$ cat src/rtl/abr_ram512x4_arb_if.sv
// Requester and RAM-port bundle for the two-requester RAM arbiter.
// slave is the arbiter side; master is the requester/RAM side.
interface abr_ram512x4_arb_if #(
  parameter int unsigned DATA_WIDTH = 4,
  parameter int unsigned ADDR_WIDTH = 9
);
   logic                  a_req_i;
   logic                  a_we_i;
   logic [ADDR_WIDTH-1:0] a_addr_i;
   logic [DATA_WIDTH-1:0] a_wdata_i;
   logic                  a_gnt_o;
   logic                  a_rvalid_o;
   logic [DATA_WIDTH-1:0] a_rdata_o;

   logic                  b_req_i;
   logic                  b_we_i;
   logic [ADDR_WIDTH-1:0] b_addr_i;
   logic [DATA_WIDTH-1:0] b_wdata_i;
   logic                  b_gnt_o;
   logic                  b_rvalid_o;
   logic [DATA_WIDTH-1:0] b_rdata_o;

   logic                  ram_we_o;
   logic [ADDR_WIDTH-1:0] ram_waddr_o;
   logic [DATA_WIDTH-1:0] ram_wdata_o;
   logic                  ram_re_o;
   logic [ADDR_WIDTH-1:0] ram_raddr_o;
   logic [DATA_WIDTH-1:0] ram_rdata_i;

   modport slave (
      input  a_req_i, a_we_i, a_addr_i, a_wdata_i,
      output a_gnt_o, a_rvalid_o, a_rdata_o,
      input  b_req_i, b_we_i, b_addr_i, b_wdata_i,
      output b_gnt_o, b_rvalid_o, b_rdata_o,
      output ram_we_o, ram_waddr_o, ram_wdata_o, ram_re_o, ram_raddr_o,
      input  ram_rdata_i
   );

   modport master (
      output a_req_i, a_we_i, a_addr_i, a_wdata_i,
      input  a_gnt_o, a_rvalid_o, a_rdata_o,
      output b_req_i, b_we_i, b_addr_i, b_wdata_i,
      input  b_gnt_o, b_rvalid_o, b_rdata_o,
      input  ram_we_o, ram_waddr_o, ram_wdata_o, ram_re_o, ram_raddr_o,
      output ram_rdata_i
   );
endinterface

$ cat src/rtl/abr_ram512x4_arb.sv
// Two-requester arbiter for a 1R1W RAM with independent read/write round-robin
// channels and a zeroize sequence that clears every word one per cycle.
module abr_ram512x4_arb #(
  parameter int unsigned DEPTH      = 512,
  parameter int unsigned DATA_WIDTH = 4,
  parameter int unsigned ADDR_WIDTH = $clog2(DEPTH)
) (
   input  logic                  clk_i,
   input  logic                  rst_b,
   input  logic                  zeroize_i,
   output logic                  busy_o,
   abr_ram512x4_arb_if.slave     bus
);

   typedef enum logic [0:0] {StIdle, StClear} state_e;

   state_e                state_q, state_d;
   logic [ADDR_WIDTH-1:0] cnt_q, cnt_d;
   // Pointer value 0 favours A, 1 favours B.
   logic                  wptr_q, wptr_d;
   logic                  rptr_q, rptr_d;
   logic                  a_rv_q, b_rv_q;

   logic a_wgnt, b_wgnt, a_rgnt, b_rgnt;
   logic a_wc, b_wc, a_rc, b_rc;

   assign a_wc = bus.a_req_i &  bus.a_we_i;
   assign b_wc = bus.b_req_i &  bus.b_we_i;
   assign a_rc = bus.a_req_i & ~bus.a_we_i;
   assign b_rc = bus.b_req_i & ~bus.b_we_i;

   always_comb begin
      state_d         = state_q;
      cnt_d           = cnt_q;
      wptr_d          = wptr_q;
      rptr_d          = rptr_q;
      a_wgnt          = 1'b0;
      b_wgnt          = 1'b0;
      a_rgnt          = 1'b0;
      b_rgnt          = 1'b0;
      bus.ram_we_o    = 1'b0;
      bus.ram_waddr_o = '0;
      bus.ram_wdata_o = '0;
      bus.ram_re_o    = 1'b0;
      bus.ram_raddr_o = '0;
      if (rst_b) begin
         unique case (state_q)
            StIdle: begin
               if (zeroize_i) begin
                  state_d = StClear;
                  cnt_d   = '0;
               end else begin
                  a_wgnt = a_wc & (~b_wc | ~wptr_q);
                  b_wgnt = b_wc & (~a_wc |  wptr_q);
                  a_rgnt = a_rc & (~b_rc | ~rptr_q);
                  b_rgnt = b_rc & (~a_rc |  rptr_q);
                  if (a_wgnt | b_wgnt) wptr_d = a_wgnt;
                  if (a_rgnt | b_rgnt) rptr_d = a_rgnt;
                  if (a_wgnt) begin
                     bus.ram_we_o    = 1'b1;
                     bus.ram_waddr_o = bus.a_addr_i;
                     bus.ram_wdata_o = bus.a_wdata_i;
                  end else if (b_wgnt) begin
                     bus.ram_we_o    = 1'b1;
                     bus.ram_waddr_o = bus.b_addr_i;
                     bus.ram_wdata_o = bus.b_wdata_i;
                  end
                  if (a_rgnt) begin
                     bus.ram_re_o    = 1'b1;
                     bus.ram_raddr_o = bus.a_addr_i;
                  end else if (b_rgnt) begin
                     bus.ram_re_o    = 1'b1;
                     bus.ram_raddr_o = bus.b_addr_i;
                  end
               end
            end
            StClear: begin
               bus.ram_we_o    = 1'b1;
               bus.ram_waddr_o = cnt_q;
               cnt_d           = cnt_q + ADDR_WIDTH'(1);
               if (cnt_q == ADDR_WIDTH'(DEPTH - 1)) begin
                  state_d = StIdle;
                  cnt_d   = '0;
               end
            end
            default: state_d = StIdle;
         endcase
      end
   end

   always_ff @(posedge clk_i) begin
      if (!rst_b) begin
         state_q <= StIdle;
         cnt_q   <= '0;
         wptr_q  <= 1'b0;
         rptr_q  <= 1'b0;
         a_rv_q  <= 1'b0;
         b_rv_q  <= 1'b0;
      end else begin
         state_q <= state_d;
         cnt_q   <= cnt_d;
         wptr_q  <= wptr_d;
         rptr_q  <= rptr_d;
         // Not gated by state: a read granted just before CLEAR still completes.
         a_rv_q  <= a_rgnt;
         b_rv_q  <= b_rgnt;
      end
   end

   assign busy_o         = (state_q == StClear);
   assign bus.a_gnt_o    = a_wgnt | a_rgnt;
   assign bus.b_gnt_o    = b_wgnt | b_rgnt;
   assign bus.a_rvalid_o = a_rv_q;
   assign bus.b_rvalid_o = b_rv_q;
   assign bus.a_rdata_o  = bus.ram_rdata_i;
   assign bus.b_rdata_o  = bus.ram_rdata_i;

endmodule
$ cat src/flat_wrapper.sv
// flat-port wrapper written by rule: the top's interface ports become plain ports
module abr_ram512x4_arb_flat 
#(
  parameter int unsigned DEPTH      = 512,
  parameter int unsigned DATA_WIDTH = 4,
  parameter int unsigned ADDR_WIDTH = $clog2(DEPTH)
)
  (clk_i, rst_b, zeroize_i, busy_o, bus_a_req_i, bus_a_we_i, bus_a_addr_i, bus_a_wdata_i, bus_a_gnt_o, bus_a_rvalid_o, bus_a_rdata_o, bus_b_req_i, bus_b_we_i, bus_b_addr_i, bus_b_wdata_i, bus_b_gnt_o, bus_b_rvalid_o, bus_b_rdata_o, bus_ram_we_o, bus_ram_waddr_o, bus_ram_wdata_o, bus_ram_re_o, bus_ram_raddr_o, bus_ram_rdata_i);
  abr_ram512x4_arb_if #(.DATA_WIDTH(DATA_WIDTH), .ADDR_WIDTH(ADDR_WIDTH)) bus_i ();
  input  logic clk_i;
  input  logic rst_b;
  input  logic zeroize_i;
  output logic busy_o;
  input wire logic [$bits(bus_i.a_req_i)-1:0] bus_a_req_i;
  input wire logic [$bits(bus_i.a_we_i)-1:0] bus_a_we_i;
  input wire logic [$bits(bus_i.a_addr_i)-1:0] bus_a_addr_i;
  input wire logic [$bits(bus_i.a_wdata_i)-1:0] bus_a_wdata_i;
  output wire logic [$bits(bus_i.a_gnt_o)-1:0] bus_a_gnt_o;
  output wire logic [$bits(bus_i.a_rvalid_o)-1:0] bus_a_rvalid_o;
  output wire logic [$bits(bus_i.a_rdata_o)-1:0] bus_a_rdata_o;
  input wire logic [$bits(bus_i.b_req_i)-1:0] bus_b_req_i;
  input wire logic [$bits(bus_i.b_we_i)-1:0] bus_b_we_i;
  input wire logic [$bits(bus_i.b_addr_i)-1:0] bus_b_addr_i;
  input wire logic [$bits(bus_i.b_wdata_i)-1:0] bus_b_wdata_i;
  output wire logic [$bits(bus_i.b_gnt_o)-1:0] bus_b_gnt_o;
  output wire logic [$bits(bus_i.b_rvalid_o)-1:0] bus_b_rvalid_o;
  output wire logic [$bits(bus_i.b_rdata_o)-1:0] bus_b_rdata_o;
  output wire logic [$bits(bus_i.ram_we_o)-1:0] bus_ram_we_o;
  output wire logic [$bits(bus_i.ram_waddr_o)-1:0] bus_ram_waddr_o;
  output wire logic [$bits(bus_i.ram_wdata_o)-1:0] bus_ram_wdata_o;
  output wire logic [$bits(bus_i.ram_re_o)-1:0] bus_ram_re_o;
  output wire logic [$bits(bus_i.ram_raddr_o)-1:0] bus_ram_raddr_o;
  input wire logic [$bits(bus_i.ram_rdata_i)-1:0] bus_ram_rdata_i;
  assign bus_i.a_req_i = bus_a_req_i;
  assign bus_i.a_we_i = bus_a_we_i;
  assign bus_i.a_addr_i = bus_a_addr_i;
  assign bus_i.a_wdata_i = bus_a_wdata_i;
  assign bus_a_gnt_o = bus_i.a_gnt_o;
  assign bus_a_rvalid_o = bus_i.a_rvalid_o;
  assign bus_a_rdata_o = bus_i.a_rdata_o;
  assign bus_i.b_req_i = bus_b_req_i;
  assign bus_i.b_we_i = bus_b_we_i;
  assign bus_i.b_addr_i = bus_b_addr_i;
  assign bus_i.b_wdata_i = bus_b_wdata_i;
  assign bus_b_gnt_o = bus_i.b_gnt_o;
  assign bus_b_rvalid_o = bus_i.b_rvalid_o;
  assign bus_b_rdata_o = bus_i.b_rdata_o;
  assign bus_ram_we_o = bus_i.ram_we_o;
  assign bus_ram_waddr_o = bus_i.ram_waddr_o;
  assign bus_ram_wdata_o = bus_i.ram_wdata_o;
  assign bus_ram_re_o = bus_i.ram_re_o;
  assign bus_ram_raddr_o = bus_i.ram_raddr_o;
  assign bus_i.ram_rdata_i = bus_ram_rdata_i;
  abr_ram512x4_arb #(.DEPTH(DEPTH), .DATA_WIDTH(DATA_WIDTH), .ADDR_WIDTH(ADDR_WIDTH)) u_core (.clk_i(clk_i), .rst_b(rst_b), .zeroize_i(zeroize_i), .busy_o(busy_o), .bus(bus_i));
endmodule
$ cat config.mk
export PLATFORM = sky130hd
export DESIGN_NAME = abr_ram512x4_arb_flat
export DESIGN_NICKNAME = d
export VERILOG_FILES = /design/src/rtl/abr_ram512x4_arb_if.sv /design/src/rtl/abr_ram512x4_arb.sv /design/src/flat_wrapper.sv
export SDC_FILE = /design/constraint.sdc
export NUM_CORES = 1
export LEC_CHECK = 0
export BUFFER_PORTS_ARGS = -buffer_cell sky130_fd_sc_hd__buf_2
export CELL_PAD_IN_SITES_DETAIL_PLACEMENT = 0
export CELL_PAD_IN_SITES_GLOBAL_PLACEMENT = 1
export CORE_ASPECT_RATIO = 2
export CORE_MARGIN = 2
export CORE_UTILIZATION = 32
export CTS_CLUSTER_SIZE = 20
export DETAILED_ROUTE_END_ITERATION = 7
export PLACE_DENSITY_LB_ADDON = 0.1
export SKIP_CTS_REPAIR_TIMING = 1
export SYNTH_ARGS = -nofsm -noshare
export SYNTH_HDL_FRONTEND = slang
export SYNTH_SLANG_ARGS = --single-unit
$ cat constraint.sdc
create_clock -name clk_i -period 5 [get_ports clk_i]
set_input_delay 1 -clock clk_i [delete_from_list [all_inputs] [get_ports clk_i]]
set_output_delay 1 -clock clk_i [all_outputs]
set_load 0.02 [all_outputs]
# Yosys cells after proc, flatten, opt, wreduce, memory -nomap -nowiden
# Cells that the tools add are included.
# Widths: inputs -> output; s select.
[word_totals] ff_bits=14 latchBits=0 ramBits=0 rom_bits=0 in_bits=37 wordCells=80 n_memories=0
[op_classes] addsub=1 mul=0 div=0 magnitude_cmp=0 n_eq_ne=2 shifts=0 n_mux=43 bitwise=26 n_reduce_logical=2
[ops] cell="$mux 9" n=11
[ops] cell="$pmux 9 s2" n=2
[ops] cell="$mux 1" n=23
[ops] cell="$mux 4" n=5
[ops] cell="$not 1->1" n=10
[ops] cell="$add 9x1->9 const B" n=1
[ops] cell="$eq 9x9->1 const B" n=1
[ops] cell="$and 1x1->1" n=8
[ops] cell="$or 1x1->1" n=8
[ops] cell="$reduce_and 3->1" n=2
[ops] cell="$pmux 1 s2" n=2
[ops] cell="$ne 2x2->1 const B" n=1

# Longest topological paths before layout
[depth] ltp_word=10 mapped_depth=8

# Worst setup path after synthesis
# No wires, ideal clock.
[synth_timing] path_kind="input port to output port" from="in bus_b_req_i" to="out bus_ram_waddr_o[0]" arrival_time_ns=2.156 t_required_ns=4.000 setup_slack_ns=1.844 path_stages=5 n_path_buf=2 path_cell_list="buf_4 > nand3_4 > and2_4 > buf_6 > a221oi_1"
[synth_between] elab_chain_len=8 elab_cells_between_ends=10 classes_between="5 x mux; 5 x bitwise"
[synth_lines] element="start, declared" line="flat_wrapper.sv:21" text="input wire logic [$bits(bus_i.b_req_i)-1:0] bus_b_req_i;"
[synth_lines] element="$and 1x1->1 *" line="abr_ram512x4_arb.sv:28" text="assign b_wc = bus.b_req_i & bus.b_we_i;"
[synth_lines] element="$not 1->1" line="abr_ram512x4_arb.sv:53" text="a_wgnt = a_wc & (~b_wc | ~wptr_q);"
[synth_lines] element="$or 1x1->1" line="abr_ram512x4_arb.sv:53"
[synth_lines] element="$and 1x1->1" line="abr_ram512x4_arb.sv:53"
[synth_lines] element="$mux 9 *" line="abr_ram512x4_arb.sv:59" text="if (a_wgnt) begin"
[synth_lines] element="$mux 9 *" line="abr_ram512x4_arb.sv:49" text="if (zeroize_i) begin"
[synth_lines] element="$pmux 9 s2 *" line="abr_ram512x4_arb.sv:47" text="unique case (state_q)"
[synth_lines] element="$mux 9 *" line="abr_ram512x4_arb.sv:46" text="if (rst_b) begin"
[synth_lines] element="end, declared" line="flat_wrapper.sv:29" text="output wire logic [$bits(bus_i.ram_waddr_o)-1:0] bus_ram_waddr_o;"
# Mark *: on every way between the ends. The rest lies on a longest branch, timed or not.

# Worst setup path after layout
[layout_timing] from="in bus_b_req_i" to="out bus_ram_re_o"
[layout_between] elab_chain_len=8 elab_cells_between_ends=10 classes_between="5 x mux; 5 x bitwise"
[layout_lines] element="$and 1x1->1 *" line="abr_ram512x4_arb.sv:30" text="assign b_rc = bus.b_req_i & ~bus.b_we_i;"
[layout_lines] element="$not 1->1" line="abr_ram512x4_arb.sv:55" text="a_rgnt = a_rc & (~b_rc | ~rptr_q);"
[layout_lines] element="$or 1x1->1" line="abr_ram512x4_arb.sv:55"
[layout_lines] element="$and 1x1->1" line="abr_ram512x4_arb.sv:55"
[layout_lines] element="$mux 1 *" line="abr_ram512x4_arb.sv:68" text="if (a_rgnt) begin"
[layout_lines] element="$mux 1 *" line="abr_ram512x4_arb.sv:49"
[layout_lines] element="$mux 1 *" line="abr_ram512x4_arb.sv:47"
[layout_lines] element="$mux 1 *" line="abr_ram512x4_arb.sv:46"
[layout_lines] element="end, declared" line="flat_wrapper.sv:31" text="output wire logic [$bits(bus_i.ram_re_o)-1:0] bus_ram_re_o;"
# Marks and branches as above.

==> impl_results.md <==
- Switch Pwr: 100.7 uW
- Comb power frac: 24.6%
- Setup TNS: 0 ns
- Fin cells: 270
- Fin nets: 258
- Overall Global Routing Usage: 19.90%
- Area Overhead vs Synth: 19.62%
- Final Hold Fails: 0
- Worst hold-check path type: register to register
- Net Count, Synth: 216
- Clock power share: 36.4%
- Worst setup margin: 1.615 ns
- Share of layout cells above drive strength 1: 33.94%
- Max_cap viols: 0
- Core area: 4046 um2
- Worst slew pin tran: 0.9346 ns
- Sink Count: 14
- Clock transition at path regs: 0.06 ns
- Final Cycle Share: 67.70%
- H-tree lvl count: 1
- TritonCTS clock tree: done
- Setup violators final: 0
- Fmax: 295.4 MHz
- Antenna cells: 0
- Mapped Area: 1320 um2
- Worst EP required: 4.00 ns
- # rows: 33
- Netlist cell types: 40
- Status: completed
- Vias in the first global route: 1504
- Static Leakage: 0.6732 nW
- Max Slew Vio Count: 0
- Crit path DAT: 2.39 ns
- Commonest cells after routing, fill and taps aside: buf_2 (61), a21oi_1 (33), nand3_1 (26), dfxtp_1 (14), a22oi_1 (10)
- HPWL Detailed: 3.570 mm
- I/O pin cnt: 74
- Startpoint types: input port
- Worst-path maximum fanout: 11
- Internal power: 213.3 uW
- Switching share of total power: 32.08%
- Avg Cell Area, Syn: 7.458 um2
- Starting DRT DRC Count: 38
- DR pass1 iterations: 4
- Starting Density: 32.62%
- Commonest non-fill, non-tap cell in the layout: buf_2
- Chip Height: 94.83 um
- Clk_skew: 0.0004761 ns
- Critical Setup Path Class: input port to output pin
- Horiz. Die Dim: 49.42 um
- Buffers on Ports: 61
- Pwr dens: 198.9 nW/um2
- Synth warn: 0
- Pin count of the biggest net entering global routing: 30
- #FFs+latches synth: 14
- RSZ-0062 raised after global routing: no
- Drt drc: 0
- Antenna violations before repair: 0
- Clock root buffer: clkbuf_8
- Final ANT Viol Nets: 0
- Post-synthesis sequential area ratio: 21.23%
- Clk buf depth: 2
- CTS Buf Count: 3
- First-pass GRT wire length: 7.189 mm
- Placed Instances: 266
- RePlAce Congestion: 0.7388
- Clock Latency Late Sink: 0.25 ns
- VDD IR max: 0.00007992 V
- Die area: 4686 um2
- Post-DR vias/cell: 5.726
- Pre-CTS setup slack: 1.607 ns
- DR vias: 1546
- Sequential share of power: 39.0%
- GRT Residual Overflow: 0
- WL per Instance: 16.55 um
- Fin crit period: 3.385 ns
- Mapped Cells: 177
- CP endpoint kind: output pin
- Slew margin rel.: 37.61%
- Fillers: 474
- Routed WL: 4.469 mm
-- final timing paths --
check | start | end | slack, ns | cells past startpoint
worst max-delay path | bus_b_req_i | bus_ram_re_o | 1.61 | 5
worst min-delay path | u_core.cnt_q[6] | u_core.cnt_q[6] | 0.54 | 2
worst max register to register | u_core.busy_o | u_core.cnt_q[2] | 2.89 | 3
worst min register to register | u_core.cnt_q[6] | u_core.cnt_q[6] | 0.54 | 2
-- sequential cells by signal (all words and copies together), names as in the netlist --
signal	flops
u_core.rptr_q	1
u_core.wptr_q	1
u_core.bus.b_rvalid_o	1
u_core.cnt_q	9
u_core.bus.a_rvalid_o	1
u_core.busy_o	1
-- cell type report --
| type | count | area (um2) | area share (%) |
|---|---|---|---|
| multi-input combinational | 136 | 862.1 | 54.60 |
| clock buffer | 4 | 55.05 | 3.487 |
| sequential | 14 | 280.3 | 17.75 |
| tap | 52 | 65.06 | 4.120 |
| timing repair buffer | 61 | 305.3 | 19.33 |
| inverter | 3 | 11.26 | 0.7132 |
-- metrics by stage --
stage               hold WS, ns  utilization, %  cell area, um2  power, mW
floorplan                0.4910               -            1320     0.1841
global placement         0.5127           37.66            1524     0.2008
detailed placement       0.5290           37.66            1524     0.2022
CTS                      0.5459           39.02            1579     0.3174
global route             0.5776           39.02            1579     0.3324
finish                   0.5410           39.02            1579     0.3141
-- kinds of logic after synthesis --
group	share of synthesized area [%]
fa+ha+maj	1.895
compound gates	32.61
simple gates	30.81
flops	21.23
buf+inv	13.46
-- worst max-delay path: stages --
cell,delay [ns]
buf_2,0.19
nor2b_1,0.64
nand2_1,0.18
a21oi_1,0.18
buf_2,0.18
-- synthesized netlist by cell type (all sizes together) --
cell / count / area [um2]
and4: 1 / 8.760
and2: 2 / 15.02
or3b: 2 / 17.52
a22o: 1 / 8.760
nand3b: 3 / 22.52
inv: 3 / 11.26
a22oi: 10 / 75.07
o21ai: 3 / 15.01
a211oi: 2 / 15.01
a21oi: 33 / 165.2
and3: 1 / 6.260
o211ai: 1 / 7.510
a21o: 2 / 15.01
a221oi: 9 / 85.08
and3b: 1 / 8.760
ha: 2 / 25.02
nand2: 8 / 30.03
or4: 1 / 7.510
nor2: 6 / 25.03
or3: 2 / 12.51
nand3: 29 / 167.7
clkbuf: 3 / 11.26
nand4: 4 / 25.02
a31o: 1 / 8.760
dfxtp: 14 / 280.3
nor2b: 4 / 25.02
buf: 21 / 155.1
o21a: 2 / 15.01
nor3b: 3 / 22.52
a32o: 1 / 10.01
and4bb: 1 / 12.51
a21bo: 1 / 10.01
-- metal layers --
| layer | part of all wire (%) | global-route usage [%] | up-vias |
|---|---|---|---|
| li1 | - | - | 750 |
| met1 | 37 | 20.96 | 721 |
| met2 | 56 | 38.63 | 68 |
| met3 | 5.7 | 2.848 | 7 |
| met4 | 1.8 | 7.639 | 0 |
| met5 | 0 | 0 | - |
-- power by group through the flow --
stage	sequential, mW	clock (mW)	combinational, mW
floorplan	0.121	0	0.0633
global placement	0.124	0	0.0764
detailed placement	0.125	0	0.0774
CTS	0.122	0.117	0.0777
global route	0.123	0.123	0.0856
finish	0.122	0.114	0.0772
No activity file was read; power rests on OpenSTA's default activity.
